==> config.mk <==
export PLATFORM = sky130hd
export DESIGN_NAME = board_move_ctrl
export DESIGN_NICKNAME = d
export VERILOG_FILES = /design/src/rtl/board_move_ctrl.sv
export SDC_FILE = /design/constraint.sdc
export NUM_CORES = 1
export LEC_CHECK = 0
export CORE_MARGIN = 4
export CORE_UTILIZATION = 55
export CTS_BUF_LIST = sky130_fd_sc_hd__clkbuf_8
export CTS_CLUSTER_SIZE = 25
export DETAILED_ROUTE_END_ITERATION = 12
export GPL_ROUTABILITY_DRIVEN = 1
export PLACE_DENSITY = 0.79
export SYNTH_ARGS = -nofsm -noshare
export SYNTH_HDL_FRONTEND = slang
export SYNTH_SLANG_ARGS = --single-unit
==> constraint.sdc <==
create_clock -name clk -period 3.4 [get_ports clk]
set_clock_uncertainty 0.15 [all_clocks]
set_input_delay 0.34 -clock clk [delete_from_list [all_inputs] [get_ports clk]]
set_output_delay 0.34 -clock clk [all_outputs]
set_load 0.1 [all_outputs]
==> src/rtl/board_move_ctrl.sv <==
// Connect-four move controller: column selection, landing, draw handshake.
// Define WIN_CHECK_EN to enable vertical/horizontal four-in-a-row detection.
module board_move_ctrl (
  input  logic       clk,
  input  logic       resetn,
  input  logic       move_valid,
  input  logic [2:0] col_sel,
  output logic       move_ready,
  output logic       draw_req,
  input  logic       draw_ack,
  output logic [2:0] draw_location,
  output logic [2:0] draw_height,
  output logic       draw_player,
  output logic       cur_player,
  output logic [6:0] col_full,
  output logic       illegal,
  output logic       game_over,
  output logic       winner
);

  typedef enum logic [2:0] {
    IDLE, CHECK, UPDATE, DRAW, WIN, OVER
  } state_t;

  state_t     state, state_nx;
  logic [5:0] occ    [7];
  logic [5:0] own    [7];
  logic [2:0] height [7];
  logic [2:0] col_q;
  logic [7:0] blocked;
  logic       full;
  logic       win_hit;

  always_comb begin
    for (int c = 0; c < 7; c++)
      col_full[c] = (height[c] == 3'd6);
  end

  // column 7 is always blocked
  assign blocked = {1'b1, col_full};
  assign full    = &col_full;

`ifdef WIN_CHECK_EN
  logic [5:0] vbits;
  logic [6:0] hbits;

  always_comb begin
    vbits = occ[draw_location] &
      (draw_player ? own[draw_location] : ~own[draw_location]);
    for (int c = 0; c < 7; c++)
      hbits[c] = occ[c][draw_height] &&
        (own[c][draw_height] == draw_player);
    win_hit = (&vbits[3:0]) | (&vbits[4:1]) | (&vbits[5:2]) |
              (&hbits[3:0]) | (&hbits[4:1]) | (&hbits[5:2]) |
              (&hbits[6:3]);
  end
`else
  logic unused_own;
  assign unused_own = ^{own[0], own[1], own[2], own[3],
                        own[4], own[5], own[6]};
  assign win_hit = 1'b0;
`endif

  always_comb begin
    state_nx = state;
    illegal  = 1'b0;
    unique case (state)
      IDLE:   if (move_valid) state_nx = CHECK;
      CHECK: begin
        if (blocked[col_q]) begin
          illegal  = 1'b1;
          state_nx = IDLE;
        end else begin
          state_nx = UPDATE;
        end
      end
      UPDATE: state_nx = DRAW;
      DRAW:   if (draw_ack) state_nx = WIN;
      WIN:    state_nx = (win_hit || full) ? OVER : IDLE;
      OVER:   state_nx = OVER;
      default: state_nx = IDLE;
    endcase
  end

  assign move_ready = (state == IDLE);
  assign draw_req   = (state == DRAW);
  assign game_over  = (state == OVER);

  always_ff @(posedge clk) begin
    if (!resetn) begin
      state         <= IDLE;
      col_q         <= 3'd0;
      cur_player    <= 1'b0;
      draw_location <= 3'd0;
      draw_height   <= 3'd0;
      draw_player   <= 1'b0;
      winner        <= 1'b0;
      for (int c = 0; c < 7; c++) begin
        occ[c]    <= 6'd0;
        own[c]    <= 6'd0;
        height[c] <= 3'd0;
      end
    end else begin
      state <= state_nx;
      if (state == IDLE && move_valid)
        col_q <= col_sel;
      if (state == UPDATE && height[col_q] != 3'd6) begin
        occ[col_q][height[col_q]] <= 1'b1;
        own[col_q][height[col_q]] <= cur_player;
        height[col_q]             <= height[col_q] + 3'd1;
        draw_location             <= col_q;
        draw_height               <= height[col_q];
        draw_player               <= cur_player;
      end
      if (state == DRAW && draw_ack)
        cur_player <= ~cur_player;
      if (state == WIN && win_hit)
        winner <= draw_player;
    end
  end

endmodule
# [Word level (Yosys, flattened, before mapping)]
# Memories as Yosys holds them, arrays and structs flattened. A register that Yosys moved wholly into a read port is not among the register bits.
# Cells that the tools add are included.
[op_classes] bitwise=1 n_addsub=1 muxes=18 eq_ne=15 reduce_logical=7 n_lt_le_gt_ge=1
[ops] operator="$eq A3 B3 Y1 const B" n=9
[ops] operator="$mux W3" n=7
[ops] operator="$pmux W3 S6" n=1
[ops] operator="$mux W1" n=8
[ops] operator="$reduce_and A7 Y1" n=1
[ops] operator="$eq A3 B2 Y1 const B" n=2
[ops] operator="$lt A3 B4 Y1 const B" n=1
[ops] operator="$add A3 B1 Y3 const B" n=1
[ops] operator="$bmux W1 S3" n=1
[ops] operator="$eq A3 B1 Y1 const B" n=1
[ops] operator="$logic_and A1 B1 Y1" n=3
[ops] operator="$logic_not A3 Y1" n=1
[ops] operator="$ne A3 B3 Y1 const B" n=1
[ops] operator="$reduce_or A3 Y1" n=1
[ops] operator="$mux W2" n=1
[ops] operator="$ne A2 B1 Y1 const B" n=1
[ops] operator="$ne A2 B2 Y1 const B" n=1
[ops] operator="$reduce_and A2 Y1" n=1
[ops] operator="$not A1 Y1" n=1
[word_totals] word_cells=50 in_bits=7 regBits=14 output_inout_bits=20 mem_bits_rw=21 n_memories=1
[mem_list] memory="height" depth=7 width=3 rd=8 rd_ports_with_merged_regs=1 wr=7 line_no="28" source="logic [2:0] height [7];"

# [Logic depth before layout (Yosys ltp)]
# Gate-level depths: netlist of the first run.
[logic_depth] ltp_word=7 depth_mapped=9 depth_no_buf=8

# [Worst setup path before layout of the first run]
# OpenSTA, ideal clock, no wires.
[synth_path] kind="flip-flop to flip-flop" startpoint="register state[0]" endpoint="register with a tool-made name" arrival_time_ns=3.275 required_ns=3.127 period_less_slack_ns=3.548 stages_incl_launch_ff=6 path_buffers=1 slack_ns=-0.148 setup_time_ns=0.123 cell_sequence="dfxtp_1 buf_6 nor3_1 and2_1 mux2i_1 nor2_1"
[synth_rtl] element="start, declared" line_no="25" source="state_t state, state_nx;"
[synth_rtl] element="start signal, assigned" line_no="104" source="state <= state_nx;"

==> flow_summary_export.csv, run 1 <==
group,metric,value,unit
setup_path,max_stage_delay,550,ps
finish,area_delta_synth_final,16.6,%
synthesis,synth_edf_count,21,
floorplanning,fp.dieH,71.1,um
finish,final_util,68.2,%
global_routing,grt_max_degree,18,
synthesis,synthFlopType,"edfxtp_1",
setup_path,crit_path_end_kind,"flip-flop",
finish,antennaDiodeCount,0,
synthesis,syn_inst,209,
synthesis,async_flop_share,0,%
power_and_ir_drop,vdd_drop_max,0.333,mV
timing,finalHoldViolations,0,
synthesis,synth.avg_cell_area,10.5,um2
clock_tree,cts_root_buf,"clkbuf_8",
place,placedInstanceArea,0.00242,mm2
outcome,status,"finished clean",
floorplanning,placementRows,22,
global_routing,grt_antenna_before_repair,0,
synthesis,synth.area.top_cells,"edfxtp_1 (29%), dfxtp_1 (18%), mux2i_1 (6.9%)",
setup_path,cp_cell_sequence,"mux4_2 > mux2i_1 > ha_1 > inv_1 > o31ai_4 > o21ai_0",
synthesis,ys_warn_count,0,
clock_tree,postCtsSetupRepairBufs,0,
synthesis,ys_seq_area_share,47.1,%
drt,totalWireLength,5460,um
finish,fillers,289,
job,maxCapViolCount,0,
floorplanning,ios,27,
global_routing,grt-ovfl-total,0,
floorplanning,die_area,0.00505,mm2
timing,rsz0062_at_grt,"false",
setup_path,required,3240,ps
timing,finalCritPeriodShare,91.4,%
clock_tree,cts_resized,0,
synthesis,synth_nets,218,
clock_tree,clk_pin_slew,80,ps
global_routing,grt_pass1_wl,8910,um
timing,whs,309,ps
clock_tree,insertion_delay,300,ps
timing,finalSetupViolCount,0,
clock_tree,hold_buffers,0,
drt,drc_errors,0,
timing,drv_slew,0,
drt,firstDrtPassIters,4,
drt,drt_iter0_drc,202,
synthesis,yosys.area.top_type,"edfxtp_1",
place,gp_congestion,0.889,
floorplanning,core_area,0.00374,mm2
global_routing,grt.total_usage,22.9,%
global_routing,grt_pass1_vias,1819,
clock_tree,clockBufferDepth,2,
place,dpl.hpwl,4080,um
worst_hold_path,hold_class,"reg2reg",
setup_path,cp_max_fo,8,
clock_tree,cts_made_buffers,5,
finish,fin_cells,281,
drt,via_count,1808,
synthesis,ys_ff_latch,41,
power_and_ir_drop,power_density,589,mW/mm2
timing,max_slew_margin,34.9,%
place,numPortBuffers,25,
timing,max_freq,0.322,GHz
clock_tree,cts_sinks,41,
finish,nNetsFinal,241,
setup_path,ff2ff_setup_slack,290,ps
timing,setup_tns,0,ps
setup_path,cp_slowest_cell,"mux4_2",
synthesis,syn_area,0.00219,mm2
synthesis,ys_types,53,
timing,period_needed,3110,ps
power_and_ir_drop,power.leakage,0.926,nW
floorplanning,die-width,71.1,um
finish,stdcell_area,0.00255,mm2
drt,vias_per_cell,6.43,
setup_path,start_kind,"flip-flop",
setup_path,worstSetupPathType,"reg2reg",
clock_tree,cts_tree,"built",
finish,drive_above_1_share,15.5,%
setup_path,arrival,2950,ps
place,dp_cells,273,
floorplanning,initial_utilization,58.5,%
timing,tightest_slew,973,ps
synthesis,yosysTopAreaCellShare,28.8,%
clock_tree,htreeDepth,2,
drt,drtAntennaViolNets,0,
drt,wire_per_inst,19.4,um
## cells in the final DEF (no fill, tap or decap), drive strengths merged, types with 2 or more instances in the layout
cell and instances:
a211oi 6, a21oi 10, a22o 2, a22oi 2, a31oi 3, a32oi 2
and2 2, buf 12, bufinv 2, clkbuf 5, clkdlybuf4s50 14, dfxtp 20
edfxtp 21, ha 2, inv 15, mux2i 15, mux4 4, nand2 19
nand2b 4, nand3 2, nand3b 7, nand4b 2, nor2 10, nor2b 5
nor3 14, nor4 2, o21ai 3, o31ai 6, or3b 2
## Yosys cell counts, types with 5 or more instances
| master | count |
|---|---|
| nor2_1 | 10 |
| nand3b_1 | 7 |
| inv_1 | 14 |
| a21oi_1 | 10 |
| o31ai_1 | 5 |
| mux2i_1 | 15 |
| edfxtp_1 | 21 |
| nand2_1 | 19 |
| nor3_1 | 14 |
| a211oi_1 | 6 |
| nor2b_1 | 5 |
| dfxtp_1 | 20 |
## path summary, 6_finish.rpt
| check | startpoint | to | cells after the start |
|---|---|---|---|
| max | flip-flop | height[4][2] | 6 |
| min | draw_player | draw_player | 2 |
| max reg2reg | flip-flop | height[4][2] | 6 |
| min reg2reg | draw_player | draw_player | 2 |
## final cells by class
class	instances	area, um2	area share [%]
Multi-Input combinational cell	143	1040	40.8
Sequential cell	41	1030	40.4
Timing Repair Buffer	26	230	9.02
Clock buffer	5	68.8	2.69
Clock inverter	3	65.1	2.55
Tap cell	48	60.1	2.35
Inverter	15	56.3	2.20
## logic make-up (layout without fill, tap and decap cells)
family          after synthesis  in the layout  synth area share [%]
simple gates                 78             78                  20.0
compound gates               41             41                  14.1
flops                        41             41                  47.1
buf+inv                      25             49                  5.60
mux                          20             20                  11.5
fa+ha+maj                     2              2                  1.14
other cells                   1              1                 0.171
xor+xnor                      1              1                 0.400
## metrics by stage
step                worst slack (ps)  power, mW
floorplan                        519      0.949
finish                           293       1.50
global placement                 351       1.03
CTS                              140       1.50
detailed placement               166       1.04
global route                     128       1.56
## state kept, by name (all words and copies together) (netlist names), named ones only
signal	count
cur_player	1
draw_height	3
state	3
draw_location	3
col_q	3
draw_player	1
height	24
## where the power goes
| part | switching [mW] | internal, mW | total (mW) |
|---|---|---|---|
| Clock | 0.175 | 0.292 | 0.466 |
| Combinational | 0.301 | 0.131 | 0.432 |
| Sequential | 0.0499 | 0.557 | 0.607 |
| Total | 0.525 | 0.980 | 1.50 |
## critical path, delay by kind of cell, from the launching register on
family	cells	cell delay, ps
flops	1	490
fa+ha+maj	1	330
compound gates	2	850
mux	2	840
buf+inv	1	140
## routing by layer
layer	share of wire, %	up-vias	track usage (%)
met1	40	847	29.6
li1	-	834	-
met2	47	102	34.8
met3	9.5	25	5.26
met4	3.6	0	14.2
met5	0	-	0
No activity file was read; power rests on OpenSTA's default activity.
==> inputs of run 2 (changes only) <==
CORE_ASPECT_RATIO = 1.2   (was unset)
==> run 2 against run 1 <==
Sequential cell count did not move. Hold slack improved by 5.3 ps. Wire length rose by 1.1%. Clock power fell by 17%. Core utilization fell by 0.17 points. Design area fell by 0.78%. Worst setup slack got worse by 69 ps.
==> flow_summary_export.csv, run 2 (synthesis results as in run 1) <==
group,metric,value,unit
drt,drc_errors,0,
timing,finalHoldViolations,0,
timing,rsz0062_at_grt,"false",
job,maxCapViolCount,0,
place,gp_congestion,0.925,
finish,mostFrequentLayoutCell,"edfxtp_1",
timing,finalCritPeriodShare,93.4,%
clock_tree,cts_sinks,41,
timing,max_slew_margin,34.9,%
setup_path,ff2ff_setup_slack,220,ps
timing,setup_tns,0,ps
global_routing,grt_pass1_wl,8780,um
clock_tree,clk_pin_slew,80,ps
finish,regMostFlops,"height",
worst_hold_path,min_to,"draw_location[2]",
setup_path,required,3260,ps
clock_tree,hold_buffers,0,
clock_tree,insertion_delay,300,ps
drt,drt_iter0_drc,213,
setup_path,timing.rr.end,"height[4][0]",
timing,period_needed,3180,ps
power_and_ir_drop,power.leakage,0.909,nW
clock_tree,clockBufferDepth,2,
drt,totalWireLength,5520,um
finish,drive_above_1_share,14.6,%
finish,nNetsFinal,241,
place,numPortBuffers,25,
finish,antennaDiodeCount,0,
finish,fin_cells,285,
setup_path,worstSetupPathType,"reg2reg",
finish,final_util,68.0,%
floorplanning,ios,27,
power_and_ir_drop,vdd_drop_max,0.345,mV
place,dp_cells,277,
place,placedInstanceArea,0.00242,mm2
clock_tree,cts_resized,0,
setup_path,arrival,3030,ps
worst_hold_path,hold_class,"reg2reg",
drt,via_count,1848,
timing,max_freq,0.315,GHz
drt,wire_per_inst,19.4,um
floorplanning,placementRows,24,
finish,area_delta_synth_final,15.7,%
setup_path,crit_path_end_kind,"flip-flop",
clock_tree,htreeDepth,2,
clock_tree,cts_tree,"built",
worst_hold_path,min_from,"draw_location[2]",
power_and_ir_drop,power_density,563,mW/mm2
clock_tree,cts_root_buf,"clkbuf_8",
floorplanning,die_area,0.00506,mm2
floorplanning,initial_utilization,58.8,%
clock_tree,cts_made_buffers,5,
timing,drv_slew,0,
worst_hold_path,hold_depth,2,
setup_path,start_kind,"flip-flop",
finish,largest_reg_flops,24,
floorplanning,die-width,65.6,um
global_routing,grt.total_usage,22.9,%
place,pre_cts_ws,261,ps
floorplanning,fp.dieH,77.1,um
drt,firstDrtPassIters,5,
timing,setup_slack,224,ps
clock_tree,postCtsSetupRepairBufs,0,
global_routing,grt_max_degree,20,
timing,finalSetupViolCount,0,
global_routing,grt-ovfl-total,0,
drt,drtAntennaViolNets,0,
finish,stdcell_area,0.00253,mm2
global_routing,grt_pass1_vias,1754,
outcome,status,"finished clean",
drt,vias_per_cell,6.48,
place,dpl.hpwl,4070,um
timing,tightest_slew,973,ps
setup_path,cp_max_fo,8,
setup_path,worst_r2r_path_depth,6,
finish,mostFrequentLayoutCells,"edfxtp_1 (21), dfxtp_1 (20), nand2_1 (19)",
global_routing,grt_antenna_before_repair,0,
floorplanning,core_area,0.00372,mm2
run 2: cell types whose count changed in the layout (fill, tap and decap cells not counted), sizes merged:
cell,delta
bufinv,-1
clkinvlp,+1
run 2: layer usage:
| layer | part of all wire (%) | track usage (%) | up-vias |
|---|---|---|---|
| met5 | 0 | 0 | - |
| met4 | 4.4 | 12.2 | 0 |
| met1 | 38 | 28.8 | 871 |
| met3 | 9.0 | 4.53 | 26 |
| met2 | 49 | 36.5 | 123 |
| li1 | - | - | 828 |
run 2: power breakdown:
part | internal, mW | switching, mW | total, mW
logic | 0.131 | 0.302 | 0.433
registers | 0.557 | 0.0521 | 0.609
clock network | 0.216 | 0.169 | 0.385
total | 0.904 | 0.524 | 1.43
run 2: cell type report:
| class | instances | area, um2 |
|---|---|---|
| clock buffer | 5 | 68.8 |
| clock inverter | 3 | 41.3 |
| fill | 305 | 1190 |
| inverter | 15 | 56.3 |
| multi-input combinational | 143 | 1040 |
| sequential | 41 | 1030 |
| tap | 52 | 65.1 |
| timing repair buffer | 26 | 230 |
run 2: critical path, cell delays in order (launching register included):
cell	delay (ps)
dfxtp_1	620
mux4_2	560
mux2i_1	320
ha_1	330
inv_1	140
o31ai_4	480
o21ai_0	280
run 2: worst max path at each step:
stage	startpoint	to
after floorplan	height[1][0]	illegal
after global placement	flip-flop	height[4][0]
after detailed placement	flip-flop	height[4][0]
after CTS	flip-flop	height[4][0]
after global routing	flip-flop	height[4][0]
final	flip-flop	height[4][0]
run 2: through the flow:
step	hold WS, ps	power [mW]
floorplan	297	0.949
global placement	293	1.03
detailed placement	308	1.05
CTS	319	1.42
global route	338	1.48
finish	315	1.43
